<file path="src/rtl/alu_pkg.sv">
// rtl/alu_pkg.sv - shared op codes, sequencer states and slice decode helpers
package alu_pkg;

    localparam logic [2:0] OP_AND = 3'b000;
    localparam logic [2:0] OP_OR  = 3'b001;
    localparam logic [2:0] OP_ADD = 3'b010;
    localparam logic [2:0] OP_SUB = 3'b110;
    localparam logic [2:0] OP_SLT = 3'b111;

    typedef enum logic [1:0] {
        ST_IDLE,
        ST_RUN,
        ST_SLT_FIX,
        ST_DONE
    } alu_state_e;

    // Output select of the 1-bit slice; SEL_ZERO serves unsupported op codes.
    typedef enum logic [1:0] {
        SEL_AND,
        SEL_OR,
        SEL_SUM,
        SEL_ZERO
    } alu_sel_e;

    // SUB and SLT both run the adder with B inverted and carry-in 1.
    function automatic logic op_uses_sub(input logic [2:0] op);
        return (op == OP_SUB) || (op == OP_SLT);
    endfunction

    function automatic alu_sel_e op_to_sel(input logic [2:0] op);
        case (op)
            OP_AND:                 return SEL_AND;
            OP_OR:                  return SEL_OR;
            OP_ADD, OP_SUB, OP_SLT: return SEL_SUM;
            default:                return SEL_ZERO;
        endcase
    endfunction

endpackage

</file>
<file path="src/rtl/alu_bit_slice.sv">
// rtl/alu_bit_slice.sv - combinational 1-bit ALU slice (AND/OR/full-adder select)
module alu_bit_slice
    import alu_pkg::*;
(
    input  logic     a,
    input  logic     b,
    input  logic     b_invert,
    input  logic     carry_in,
    input  alu_sel_e sel,
    output logic     out,
    output logic     carry_out
);

    logic b_eff;

    // Full adder on the (optionally inverted) B bit, then pick the output function.
    always_comb begin
        b_eff     = b ^ b_invert;
        carry_out = (a & b_eff) | (a & carry_in) | (b_eff & carry_in);
        case (sel)
            SEL_AND: out = a & b;
            SEL_OR:  out = a | b;
            SEL_SUM: out = a ^ b_eff ^ carry_in;
            default: out = 1'b0;
        endcase
    end

endmodule

</file>
<file path="src/rtl/alu_serial_sequencer.sv">
// rtl/alu_serial_sequencer.sv - bit-serial ALU sequencer with start/busy/done handshake
module alu_serial_sequencer
    import alu_pkg::*;
#(
    parameter int WIDTH = 32
) (
    input  logic             clk,
    input  logic             rst,
    input  logic             start,
    input  logic [2:0]       ctrl,
    input  logic [WIDTH-1:0] src1,
    input  logic [WIDTH-1:0] src2,
    output logic             busy,
    output logic             done,
    output logic [WIDTH-1:0] result,
    output logic             zero,
    output logic             overflow
);

    localparam int CW = $clog2(WIDTH);
    localparam logic [CW-1:0] LAST_BIT = CW'(WIDTH - 1);

    alu_state_e       state_q, state_d;
    logic [CW-1:0]    cnt_q, cnt_d;
    logic             carry_q, carry_d;
    logic [2:0]       ctrl_q, ctrl_d;
    logic [WIDTH-1:0] opa_q, opa_d;
    logic [WIDTH-1:0] opb_q, opb_d;
    logic [WIDTH-1:0] work_q, work_d;
    logic [WIDTH-1:0] result_q, result_d;
    logic             zero_q, zero_d;
    logic             overflow_q, overflow_d;

    logic slice_out;
    logic slice_cout;

    // Operands are shifted right each RUN cycle, so the slice always sees bit 0.
    alu_bit_slice u_slice (
        .a         (opa_q[0]),
        .b         (opb_q[0]),
        .b_invert  (op_uses_sub(ctrl_q)),
        .carry_in  (carry_q),
        .sel       (op_to_sel(ctrl_q)),
        .out       (slice_out),
        .carry_out (slice_cout)
    );

    // Next-state and datapath: capture on start, one bit per RUN cycle, publish on entry to DONE.
    always_comb begin
        state_d    = state_q;
        cnt_d      = cnt_q;
        carry_d    = carry_q;
        ctrl_d     = ctrl_q;
        opa_d      = opa_q;
        opb_d      = opb_q;
        work_d     = work_q;
        result_d   = result_q;
        zero_d     = zero_q;
        overflow_d = overflow_q;

        case (state_q)
            ST_IDLE, ST_DONE: begin
                if (start) begin
                    opa_d   = src1;
                    opb_d   = src2;
                    ctrl_d  = ctrl;
                    cnt_d   = '0;
                    carry_d = op_uses_sub(ctrl);
                    state_d = ST_RUN;
                end else begin
                    state_d = ST_IDLE;
                end
            end
            ST_RUN: begin
                work_d  = {slice_out, work_q[WIDTH-1:1]};
                opa_d   = opa_q >> 1;
                opb_d   = opb_q >> 1;
                carry_d = slice_cout;
                cnt_d   = cnt_q + 1'b1;
                if (cnt_q == LAST_BIT) begin
                    cnt_d = '0;
                    if (ctrl_q == OP_SLT) begin
                        state_d = ST_SLT_FIX;
                    end else begin
                        state_d    = ST_DONE;
                        result_d   = work_d;
                        zero_d     = (work_d == '0);
                        // carry_q is the carry into the MSB at this point
                        overflow_d = ((ctrl_q == OP_ADD) || (ctrl_q == OP_SUB))
                                     ? (carry_q ^ slice_cout) : 1'b0;
                    end
                end
            end
            ST_SLT_FIX: begin
                result_d   = {{(WIDTH-1){1'b0}}, work_q[WIDTH-1]};
                zero_d     = ~work_q[WIDTH-1];
                overflow_d = 1'b0;
                state_d    = ST_DONE;
            end
            default: state_d = ST_IDLE;
        endcase
    end

    // State and datapath registers with synchronous reset.
    always_ff @(posedge clk) begin
        if (rst) begin
            state_q    <= ST_IDLE;
            cnt_q      <= '0;
            carry_q    <= 1'b0;
            ctrl_q     <= '0;
            opa_q      <= '0;
            opb_q      <= '0;
            work_q     <= '0;
            result_q   <= '0;
            zero_q     <= 1'b0;
            overflow_q <= 1'b0;
        end else begin
            state_q    <= state_d;
            cnt_q      <= cnt_d;
            carry_q    <= carry_d;
            ctrl_q     <= ctrl_d;
            opa_q      <= opa_d;
            opb_q      <= opb_d;
            work_q     <= work_d;
            result_q   <= result_d;
            zero_q     <= zero_d;
            overflow_q <= overflow_d;
        end
    end

    assign busy     = (state_q == ST_RUN) || (state_q == ST_SLT_FIX);
    assign done     = (state_q == ST_DONE);
    assign result   = result_q;
    assign zero     = zero_q;
    assign overflow = overflow_q;

endmodule

</file>
<file path="config.mk">
export PLATFORM = sky130hd
export DESIGN_NAME = alu_serial_sequencer
export DESIGN_NICKNAME = d
export VERILOG_FILES = /design/src/rtl/alu_pkg.sv /design/src/rtl/alu_bit_slice.sv /design/src/rtl/alu_serial_sequencer.sv
export SDC_FILE = /design/constraint.sdc
export NUM_CORES = 1
export LEC_CHECK = 0
export CAP_MARGIN = 10
export CELL_PAD_IN_SITES_DETAIL_PLACEMENT = 0
export CELL_PAD_IN_SITES_GLOBAL_PLACEMENT = 1
export CORE_MARGIN = 3
export CORE_UTILIZATION = 40
export DETAILED_ROUTE_END_ITERATION = 8
export GPL_TIMING_DRIVEN = 1
export PLACE_DENSITY = 0.92
export SLEW_MARGIN = 20
export SYNTH_ARGS = -nofsm -noshare
export SYNTH_HDL_FRONTEND = slang
export SYNTH_HIERARCHICAL = 1
export SYNTH_SLANG_ARGS = --single-unit
</file>
<file path="constraint.sdc">
create_clock -name clk -period 2.7 [get_ports clk]
set_input_delay 0.54 -clock clk [delete_from_list [all_inputs] [get_ports clk]]
set_output_delay 0.54 -clock clk [all_outputs]
set_load 0.03 [all_outputs]
</file>
==> results.txt, run 1 <==
Post-Syn Area = 5787 sq um
DP Wirelength = 8503 um
Netlist cell types = 36
Sequential share of the synthesized area = 48.43%
Synth top area cells = dfxtp_1 48%, mux2i_1 16%, nor2_1 8.8%, a211oi_1 8.3%, a22oi_1 4.0%
# IOs = 106
Initial antenna violation count = 0
Slew headroom = 62.45%
Root buf cell = clkbuf_16
Cells after DPL = 849
Post-synth top flop = dfxtp_1
Mapped Cells = 603
DIE AREA = 15950 sq um
Synth top cells by count = 140 x dfxtp_1, 136 x nor2_1, 95 x mux2i_1
Initial DRC Count = 205
RSZ-0062 raised after global routing = false
Fill cells = 1244
Layout overhead on the synthesized area = 30.64%
CTS clk-pin slew, worst paths = 0.06 ns
Hold depth = 2
CP max FO = 4
Post-Synth Adder-Cell Area = 1.622%
Synthesis-stage register bit count = 140
Post CTS Setup Buffer Count = 0
DRC = 0
First-pass GRT wire length = 21050 um
Final ANT Viol Nets = 0
Max incr delay on CP = 0.71 ns
Critical Path AT = 1.99 ns
Gp weighted congestion = 0.7746
Worst skew pair latency = 0.41 ns
CP bufs+invs = 3
Critical path required time = 2.16 ns
Compound-Gate Fraction of Synth Area = 14.64%
Hold_ws = 0.4582 ns
Setup Skew = 0.008285 ns
DIE HEIGHT = 126.3 um
Yosys warnings = 6
Fmax = 395.9 MHz
# diodes = 0
Static Leak = 2.762 nW
Most common cell in the netlist = dfxtp_1
Finished Cell Area = 7560 sq um
Main combinational cell family by area after synthesis = multiplexers
Ys async rst share = 0%
# clock sinks = 140
Final period util = 93.56%
Area occupied by multi-input gates = 2724 sq um
Total GRT Usage = 16.08%
Share of the synthesized area in the top cell type = 48.43%
CP Cell Sequence = inv_1, ha_1, inv_1, clkdlybuf4s50_1
Largest net degree at the start of global routing = 55
Routed len/inst = 14.44 um
Status = completed
Sequential standard cell area = 2803 sq um
Vias in the first global route = 4339
Max IR drop VDD = 532.0 uV
H-tree depth = 4
# rows = 43
Crit. End Element = output port
Worst path slowest cell = clkdlybuf4s50_1
Final hold vios = 0
DP Area = 6970 sq um
Syn Nets = 679
CTS Buffer Depth = 2
Via-to-Cell Ratio = 5.098
Fin crit period = 2.526 ns
Total grt overflow = 0
Cell repeated most along the worst path = inv_1
CTS tree = yes
Hold WC Path Type = reg -> reg
Cell taking the most area after synthesis = dfxtp_1
Initial Util = 41.21%
Synth Area in XOR/XNOR = 0.3027%
Hold-fix buffers, CTS = 0
Stages on the worst setup path = 4
Measured slew at the worst slew-check pin = 0.5633 ns
Via Count = 4481
Core area = 14040 sq um
Port-buffer cells = 105
CTS resizes = 0
CP Class = reg -> out
Worst reg2reg path depth = 9
Critical Path Source Type = flop
TritonCTS buffer count = 17
Chip width = 126.3 um
Post-synthesis mux area share = 17.02%
Setup TNS = 0 ns
Max_cap viols = 0
Post-detailed-routing wire length = 12690 um
Post-route insts no fill = 879
Syn avg cell area = 9.597 sq um
Final #Nets = 764
Synth Area in Simple Gates = 13.21%
Final setup viols = 0
Delay-heaviest family, CP = buffers and inverters
Post-synth EDFFs = 0
Cell area power density = 963.5 nW/um^2
DRT Pass-1 Iters = 6
Fin. max-slew vios = 0
Layout cells sized above 1 = 7.153%
## worst min-delay path, delay by kind of cell, from the launching register on
| family | cells | cell delay [ns] |
|---|---|---|
| flip-flops | 1 | 0.31 |
| AND/OR/NAND/NOR | 1 | 0.05 |
| AO/OA/AOI/OAI | 1 | 0.05 |
## sequential cells by signal, indices dropped and copies added, names as in the netlist
name and flops:
carry_q 1, cnt_q 5, ctrl_q 3, opa_q 32, opb_q 32, overflow 1, result 32, state_q 2
work_q 31, zero 1
## cells by family after synthesis
kind of cell / after synthesis
and+or+nand+nor: 181
xor gates and xnor gates: 2
AOI/OAI and AO/OA: 116
DFF: 140
buffers and inverters: 59
adders and majority gates: 7
muxes: 98
## layout by cell type (no fill, tap or decap), types with 3 or more instances in the layout
master,count
clkinv_4,3
or3_1,3
clkinv_2,3
nand2b_1,4
a211oi_1,64
mux2i_1,95
bufinv_16,3
nand2_1,10
a21oi_1,16
buf_12,4
dfxtp_1,140
ha_1,4
a22oi_1,31
nand3_1,9
nor2_1,136
clkdlybuf4s50_1,104
buf_4,9
inv_1,8
nor4_1,7
clkbuf_16,17
## area by class of cell
cell class	count	share of cell area [%]
repair buffers	117	15.72
well taps	180	2.979
clock buffers	19	5.859
inverters	8	0.3972
multi-input cells	404	36.03
flip-flops and latches	140	37.07
clock inverters	11	1.936
## worst paths after layout
| kind | to | slack [ns] | startpoint |
|---|---|---|---|
| setup / recovery | busy | 0.17 | state_q[0] |
| hold / removal | cnt_q[4] | 0.46 | cnt_q[4] |
| setup reg to reg | zero | 0.22 | ctrl_q[1] |
| hold reg to reg | cnt_q[4] | 0.46 | cnt_q[4] |
## metal layers
metal  share of wire, %  GRT usage, %  vias to the layer above
met5                  0             0                        -
met2                 46         24.95                       75
met1                 48         21.31                     2058
met4                1.7         6.246                        0
met3                4.2         4.538                       17
li1                   -             -                     2331
## per-stage QoR
step           util, %  setup WS [ns]  total power [W]
2_1_floorplan        -         0.3165         0.004490
3_3_place_gp     49.64         0.2390         0.004915
3_5_place_dp     49.64         0.2126         0.005009
4_1_cts          53.84         0.1356         0.007360
5_1_grt          53.84        0.01897         0.007713
6_report         53.84         0.1739         0.007284
## report_power, final
part           switching (W)  internal, W
Sequential          0.000262      0.00253
Clock               0.000848      0.00146
Combinational        0.00120     0.000985
Total                0.00231      0.00497
Note: power is estimated with default switching activity, not from simulation.
==> run 2: changes to the inputs <==
--- a/config.mk
+++ b/config.mk
@@ -5,6 +5,7 @@
 export SDC_FILE = /design/constraint.sdc
 export NUM_CORES = 1
 export LEC_CHECK = 0
+export ABC_CLOCK_PERIOD_IN_PS = 2700
 export CAP_MARGIN = 10
 export CELL_PAD_IN_SITES_DETAIL_PLACEMENT = 0
 export CELL_PAD_IN_SITES_GLOBAL_PLACEMENT = 1
==> results of run 2 <==
Same layout as run 1: the final DEF is identical, and so are final timing and power.
